[src/rtl/connection_block_unidir_nch.sv]
// connection_block_unidir_nch
// Unidirectional connection block that serves NCLB CLBs. Single and double tracks
// are routed into the CLB inputs, and CLB outputs can replace individual track
// bits. Carries are chained from CLB 0 to CLB NCLB-1.
//
// Routing comes from a serial configuration chain. Config data is shifted in
// MSB-first on shift_in and leaves on shift_out. Each bit is taken in on a
// cycle where cen=1.
//
// Optional feature macro: CB_CFG_SHADOW_EN
//   defined   : the shift chain is a shadow register. The routing uses a
//               separate active copy. That copy loads only when set_in arrives
//               after exactly CFG_BITS shifted bits. Any other bit count sets
//               the sticky cfg_err flag instead.
//   undefined : the routing decodes directly from the shift chain. set_in is
//               ignored and cfg_err is tied to 0.
//
// Reset: rst is asynchronous and active-low.
module connection_block_unidir_nch #(
  parameter int WS     = 4,
  parameter int WD     = 8,
  parameter int NCLB   = 2,
  parameter int CLBIN  = 10,
  parameter int CLBOUT = 5,
  parameter int CARRY  = 1
) (
  input  logic                     clk,
  input  logic                     rst,
  input  logic                     cen,
  input  logic                     set_in,
  input  logic                     shift_in,
  output logic                     shift_out,
  output logic                     cfg_err,
  input  logic [WS-1:0]            single0_in,
  input  logic [WS-1:0]            single1_in,
  input  logic [WD-1:0]            double0_in,
  input  logic [WD-1:0]            double1_in,
  output logic [WS-1:0]            single0_out,
  output logic [WS-1:0]            single1_out,
  output logic [WD-1:0]            double0_out,
  output logic [WD-1:0]            double1_out,
  input  logic [NCLB*CLBOUT-1:0]   clb_output,
  input  logic [NCLB*CARRY-1:0]    clb_cout,
  output logic [NCLB*CLBIN-1:0]    clb_input,
  output logic [NCLB*CARRY-1:0]    clb_cin,
  input  logic [CARRY-1:0]         cin,
  output logic [CARRY-1:0]         cout
);

  localparam int T        = 2*WS + 2*WD;
  localparam int SELW_I   = (T > 1) ? $clog2(T) : 1;
  localparam int NO       = NCLB*CLBOUT;
  localparam int SELW_O   = (NO > 1) ? $clog2(NO) : 1;
  localparam int FW       = 1 + SELW_O;
  localparam int NPIN     = NCLB*CLBIN;
  localparam int OB       = NPIN*SELW_I;
  localparam int CFG_BITS = OB + T*FW;

  logic [T-1:0]        trk;
  logic [T-1:0]        trk_out;
  logic [CFG_BITS-1:0] shadow_q;
  logic [CFG_BITS-1:0] shadow_d;
  logic [CFG_BITS-1:0] cfg_img;

  // Track pool: single0_in[0] is index 0, double1_in is at the top.
  assign trk = {double1_in, double0_in, single1_in, single0_in};
  assign {double1_out, double0_out, single1_out, single0_out} = trk_out;

  // shift_out taps the shadow MSB directly, so it is a flop output.
  assign shift_out = shadow_q[CFG_BITS-1];

  // Next shadow value: shift one bit in at the LSB while cen is high.
  always_comb begin
    shadow_d = shadow_q;
    if (cen) begin
      shadow_d = {shadow_q[CFG_BITS-2:0], shift_in};
    end
  end

  // Shadow register.
  always_ff @(posedge clk or negedge rst) begin
    if (!rst) begin
      shadow_q <= '0;
    end else begin
      shadow_q <= shadow_d;
    end
  end

`ifdef CB_CFG_SHADOW_EN
  localparam int CNT_W = $clog2(CFG_BITS + 2);
  localparam logic [CNT_W-1:0] CNT_FULL = CNT_W'(CFG_BITS);
  localparam logic [CNT_W-1:0] CNT_SAT  = CNT_W'(CFG_BITS + 1);

  logic [CNT_W-1:0]    cnt_q;
  logic [CNT_W-1:0]    cnt_d;
  logic [CFG_BITS-1:0] active_q;
  logic [CFG_BITS-1:0] active_d;
  logic                cfg_err_q;
  logic                cfg_err_d;

  // Bit counter and guarded commit. The commit decision uses the pre-edge
  // count, and it copies the pre-edge shadow even when a shift happens in the
  // same cycle. That shift is then the first bit of the next image.
  always_comb begin
    cnt_d     = cnt_q;
    active_d  = active_q;
    cfg_err_d = cfg_err_q;
    if (cen && (cnt_q != CNT_SAT)) begin
      cnt_d = cnt_q + CNT_W'(1);
    end
    if (set_in) begin
      if (cnt_q == CNT_FULL) begin
        active_d = shadow_q;
        cnt_d    = cen ? CNT_W'(1) : '0;
      end else begin
        cfg_err_d = 1'b1;
      end
    end
  end

  // Counter, active image and sticky error registers.
  always_ff @(posedge clk or negedge rst) begin
    if (!rst) begin
      cnt_q     <= '0;
      active_q  <= '0;
      cfg_err_q <= 1'b0;
    end else begin
      cnt_q     <= cnt_d;
      active_q  <= active_d;
      cfg_err_q <= cfg_err_d;
    end
  end

  assign cfg_img = active_q;
  assign cfg_err = cfg_err_q;
`else
  logic unused_set_in;

  assign unused_set_in = set_in;
  assign cfg_img       = shadow_q;
  assign cfg_err       = 1'b0;
`endif

  // Input muxes: each CLB pin selects one track. A select of T or above
  // drives the pin to 0.
  always_comb begin
    clb_input = '0;
    for (int p = 0; p < NPIN; p++) begin
      for (int t = 0; t < T; t++) begin
        if (int'(cfg_img[p*SELW_I +: SELW_I]) == t) begin
          clb_input[p] = trk[t];
        end
      end
    end
  end

  // Output muxes: each track has an enable bit (the field LSB) and a select
  // field above it. When the enable is 0, the track bit passes straight
  // through. When it is 1, the selected CLB output drives the track bit, or 0
  // if the select is out of range.
  always_comb begin
    trk_out = trk;
    for (int t = 0; t < T; t++) begin
      if (cfg_img[OB + t*FW]) begin
        trk_out[t] = 1'b0;
        for (int o = 0; o < NO; o++) begin
          if (int'(cfg_img[OB + t*FW + 1 +: SELW_O]) == o) begin
            trk_out[t] = clb_output[o];
          end
        end
      end
    end
  end

  // Carry chain: cin feeds CLB 0, and each later CLB takes its neighbour's carry out.
  always_comb begin
    clb_cin             = '0;
    clb_cin[0 +: CARRY] = cin;
    for (int k = 1; k < NCLB; k++) begin
      clb_cin[k*CARRY +: CARRY] = clb_cout[(k-1)*CARRY +: CARRY];
    end
  end

  assign cout = clb_cout[(NCLB-1)*CARRY +: CARRY];

endmodule

[config.mk]
export PLATFORM = sky130hd
export DESIGN_NAME = connection_block_unidir_nch
export DESIGN_NICKNAME = d
export VERILOG_FILES = /design/src/rtl/connection_block_unidir_nch.sv
export SDC_FILE = /design/constraint.sdc
export NUM_CORES = 1
export LEC_CHECK = 0
export CAP_MARGIN = 20
export CORE_ASPECT_RATIO = 0.9
export CORE_MARGIN = 4
export CORE_UTILIZATION = 42
export DETAILED_ROUTE_END_ITERATION = 7
export PLACE_DENSITY = 0.69
export SETUP_SLACK_MARGIN = 0.4
export SYNTH_ARGS = -nofsm -noshare
export SYNTH_HDL_FRONTEND = slang
export SYNTH_SLANG_ARGS = --single-unit
[constraint.sdc]
create_clock -name clk -period 3.05 [get_ports clk]
set_input_delay 0.61 -clock clk [delete_from_list [all_inputs] [get_ports clk]]
set_output_delay 0.61 -clock clk [all_outputs]
set_load 0.005 [all_outputs]
==> out/results.ini <==
[layout]
nFillCells = 3181
syn2layout_area_growth_pct = 37.8
drive_above_1_share_pct = 49.3
largest_reg_flops = 220
final_common_cell = buf_4
fin_nets = 2118
multiInputGateArea_um2 = 11300
post-route-cell-area_um2 = 23300
regArea_um2 = 5600
final_cell_mix = buf_4 (277), mux2_2 (214), dfrtp_1 (147)

[timing]
setup_tns_ns = -0.0661
skew_ns = 0.0158
max_slew_margin_pct = 45.8
fmax_mhz = 321
fin_crit_ns = 3.12
tightest_slew_ns = 0.812
fin_ws_ns = -0.0661
finalHoldViolCount = 0
rsz0062_at_grt = yes
final_max_slew_viol_count = 0
finalSetupViolations = 1
finalCritPeriodShare_pct = 102

[yosys]
dominantRegCellSynth = dfrtp_1
synth_seq_cells = 220
synthSimpleGateAreaFrac_pct = 13.2
synth.distinct_cells = 79
muxShareOfSynthArea_pct = 30.8
syn-cell-area_um2 = 16900
synth_top_family_by_area = multiplexers
synth_warnings = 0
synth_compound_area_share_pct = 17.5
synth_fa_ha_area_share_pct = 0
synth_edf_count = 0
synth-xor-area-share_pct = 0.0517
synthCells = 1772
async_flop_share_pct = 100
avgSynthCellArea_um2 = 9.55
syn_nets = 1814
yosysSeqAreaShare_pct = 32.5

[power_and_ir_drop]
vdd.ir_drop.worst_uv = 454
power_per_cell_area_nw_per_um2 = 689
leakage_uw = 0.00974

[global_routing]
grt_pass1_vias = 16300
grt_max_degree = 89
grt_usage_pct = 27.6
overflow = 0
grt_pass1_wl_um = 95100
antenna_found_initial = 0

[cts]
clkSlewWorstSetupHoldPaths_ns = 0.06
cts_buffers = 25
cts_num_sinks = 220
clkLatencyLatePin_ns = 0.56
cts-root-buf = clkbuf_16
htree_levels = 1
cts_tree = built
clk_path_buf_depth = 3
ctsHoldBuffers = 0

[routing]
drc = 0
ant_nets = 0
wl_per_cell_um = 23.8
vias_per_cell = 6.40
dr.first_iter.drc_count = 2050
first_pass_iters = 8
num_vias = 16800
drt_wl_total_um = 62700

[floorplan]
coreArea_um2 = 39600
start_util_pct = 42.7
dieHeight_um = 198
die_w_um = 220
rows = 69
fp.dieArea_um2 = 43600
pin_count = 91

[outcome]
outcome = finished with violations
violations = setup timing

[critical_path]
arrival_ns = 2.51
critical_path_class = in2out
worstPathRequired_ns = 2.44
endpoint_kind = output port
crit_path_max_fanout = 8
start_kind = input pin

[place]
portBuffers = 82
placed_area_um2 = 19700
gp_congestion = 0.920
place_hpwl_um = 35900

[min_path]
hp-class = in2async

[run]
maxCapViolCount = 0

where the power goes:
part           total (uW)  internal [uW]  switching (uW)
Combinational        7960           4210            3760
Clock                3480           2130            1360
Sequential           4620           3510            1110
Total               16100           9840            6230
worst max-delay path, stage by stage:
cell       delay [ns]
buf_2            0.14
bufbuf_16        0.29
mux4_2           0.45
mux2_4           0.31
o21ai_2          0.15
o31ai_1          0.11
o211ai_1         0.14
o31ai_2          0.14
buf_2            0.15
final cells by class:
type	count	share of cell area, %
Multi-Input combinational cell	1312	48.4
Antenna cell	2	0.0215
Timing Repair Buffer	473	20.0
Sequential cell	220	24.0
Clock buffer	31	2.95
Clock inverter	15	1.08
Tap cell	532	2.85
Inverter	44	0.772
stage by stage:
stage / total power, uW / setup slack, ns / std cells / hold WS [ns] / util [%]
final: 16100 / -0.0661 / 2629 / 0.0128 / 58.9
after global routing: 16900 / -0.0927 / 2627 / 0.0588 / 58.8
after CTS: 15300 / -0.0203 / 2592 / 0.0807 / 57.0
after detailed placement: 10800 / -0.606 / 2412 / 0.517 / 49.7
after global placement: 10700 / -0.610 / 2412 / 0.494 / 49.7
after floorplan: 8420 / 0.538 / 1772 / 0.314 / -
logic make-up after synthesis:
kind of cell,count (synthesis)
simple gates,463
compound gates,454
mux,393
buf+inv,240
flops,220
xor+xnor,1
other cells,1
synthesized netlist by cell type, types with 5 or more instances:
library cell    n  area [um2]
a21oi_1        84         420
dfrtp_1       220        5510
a311oi_1        7        61.3
o21ai_1        15        75.1
nand2_1       143         537
mux2i_1        88         881
o22ai_1        27         169
a221oi_1        7        61.3
mux4_2         80        1800
o32a_1          5        50.1
o31ai_1        15         113
or3_1           7        43.8
nor2_1        123         462
nor4b_1         5        43.8
nor2b_1        41         257
o221ai_1        7        61.3
nand3_1        23         115
and3_1          7        43.8
a22oi_1         9        67.6
a211oi_1       17         128
nand2b_1       36         225
a32oi_1         6        52.6
nor4_1          5        31.3
buf_2          49         245
buf_1          14        52.6
a2111oi_0      10        87.6
nand4_1        14        87.6
nor3b_1         8        60.1
a21o_1          6        45.0
inv_1          43         161
a31oi_1        45         282
o32ai_1         7        61.3
o211a_1         5        50.1
o211ai_1       13        97.6
o311ai_0        5        43.8
mux2_2        223        2510
nor3_1         22         110
clkbuf_1      127         477
nand3b_1        8        60.1
o21ai_0       117         586
path summary, 6_finish.rpt:
| kind | start | to | slack [ns] | cells past startpoint |
|---|---|---|---|---|
| setup reg to reg | cfg_img[25] | cfg_img[26] | 1.87 | 3 |
| max in group asynchronous | rst | cfg_img[156] | 2.13 | 2 |
| setup / recovery | single0_in[0] | clb_input[3] | -0.07 | 9 |
| hold reg to reg | cfg_img[9] | cfg_img[10] | 0.55 | 1 |
| min in group clk | cen | cfg_img[7] | 0.53 | 3 |
| hold / removal | rst | cfg_img[41] | 0.01 | 1 |
layer usage:
metal	wire, um	GRT usage (%)
met5	0	0
met4	3270	12.2
met3	6970	7.03
met2	27800	42.3
met1	24600	37.4
what timing repair did:
action                                  in CTS  in global routing
endpoints found under the setup margin      44                 44
cloned                                      19                  1
gates resized for setup                    542                122
pin swaps                                  103                 88
setup buffers                              115                 34
No activity file was read; power rests on OpenSTA's default activity.
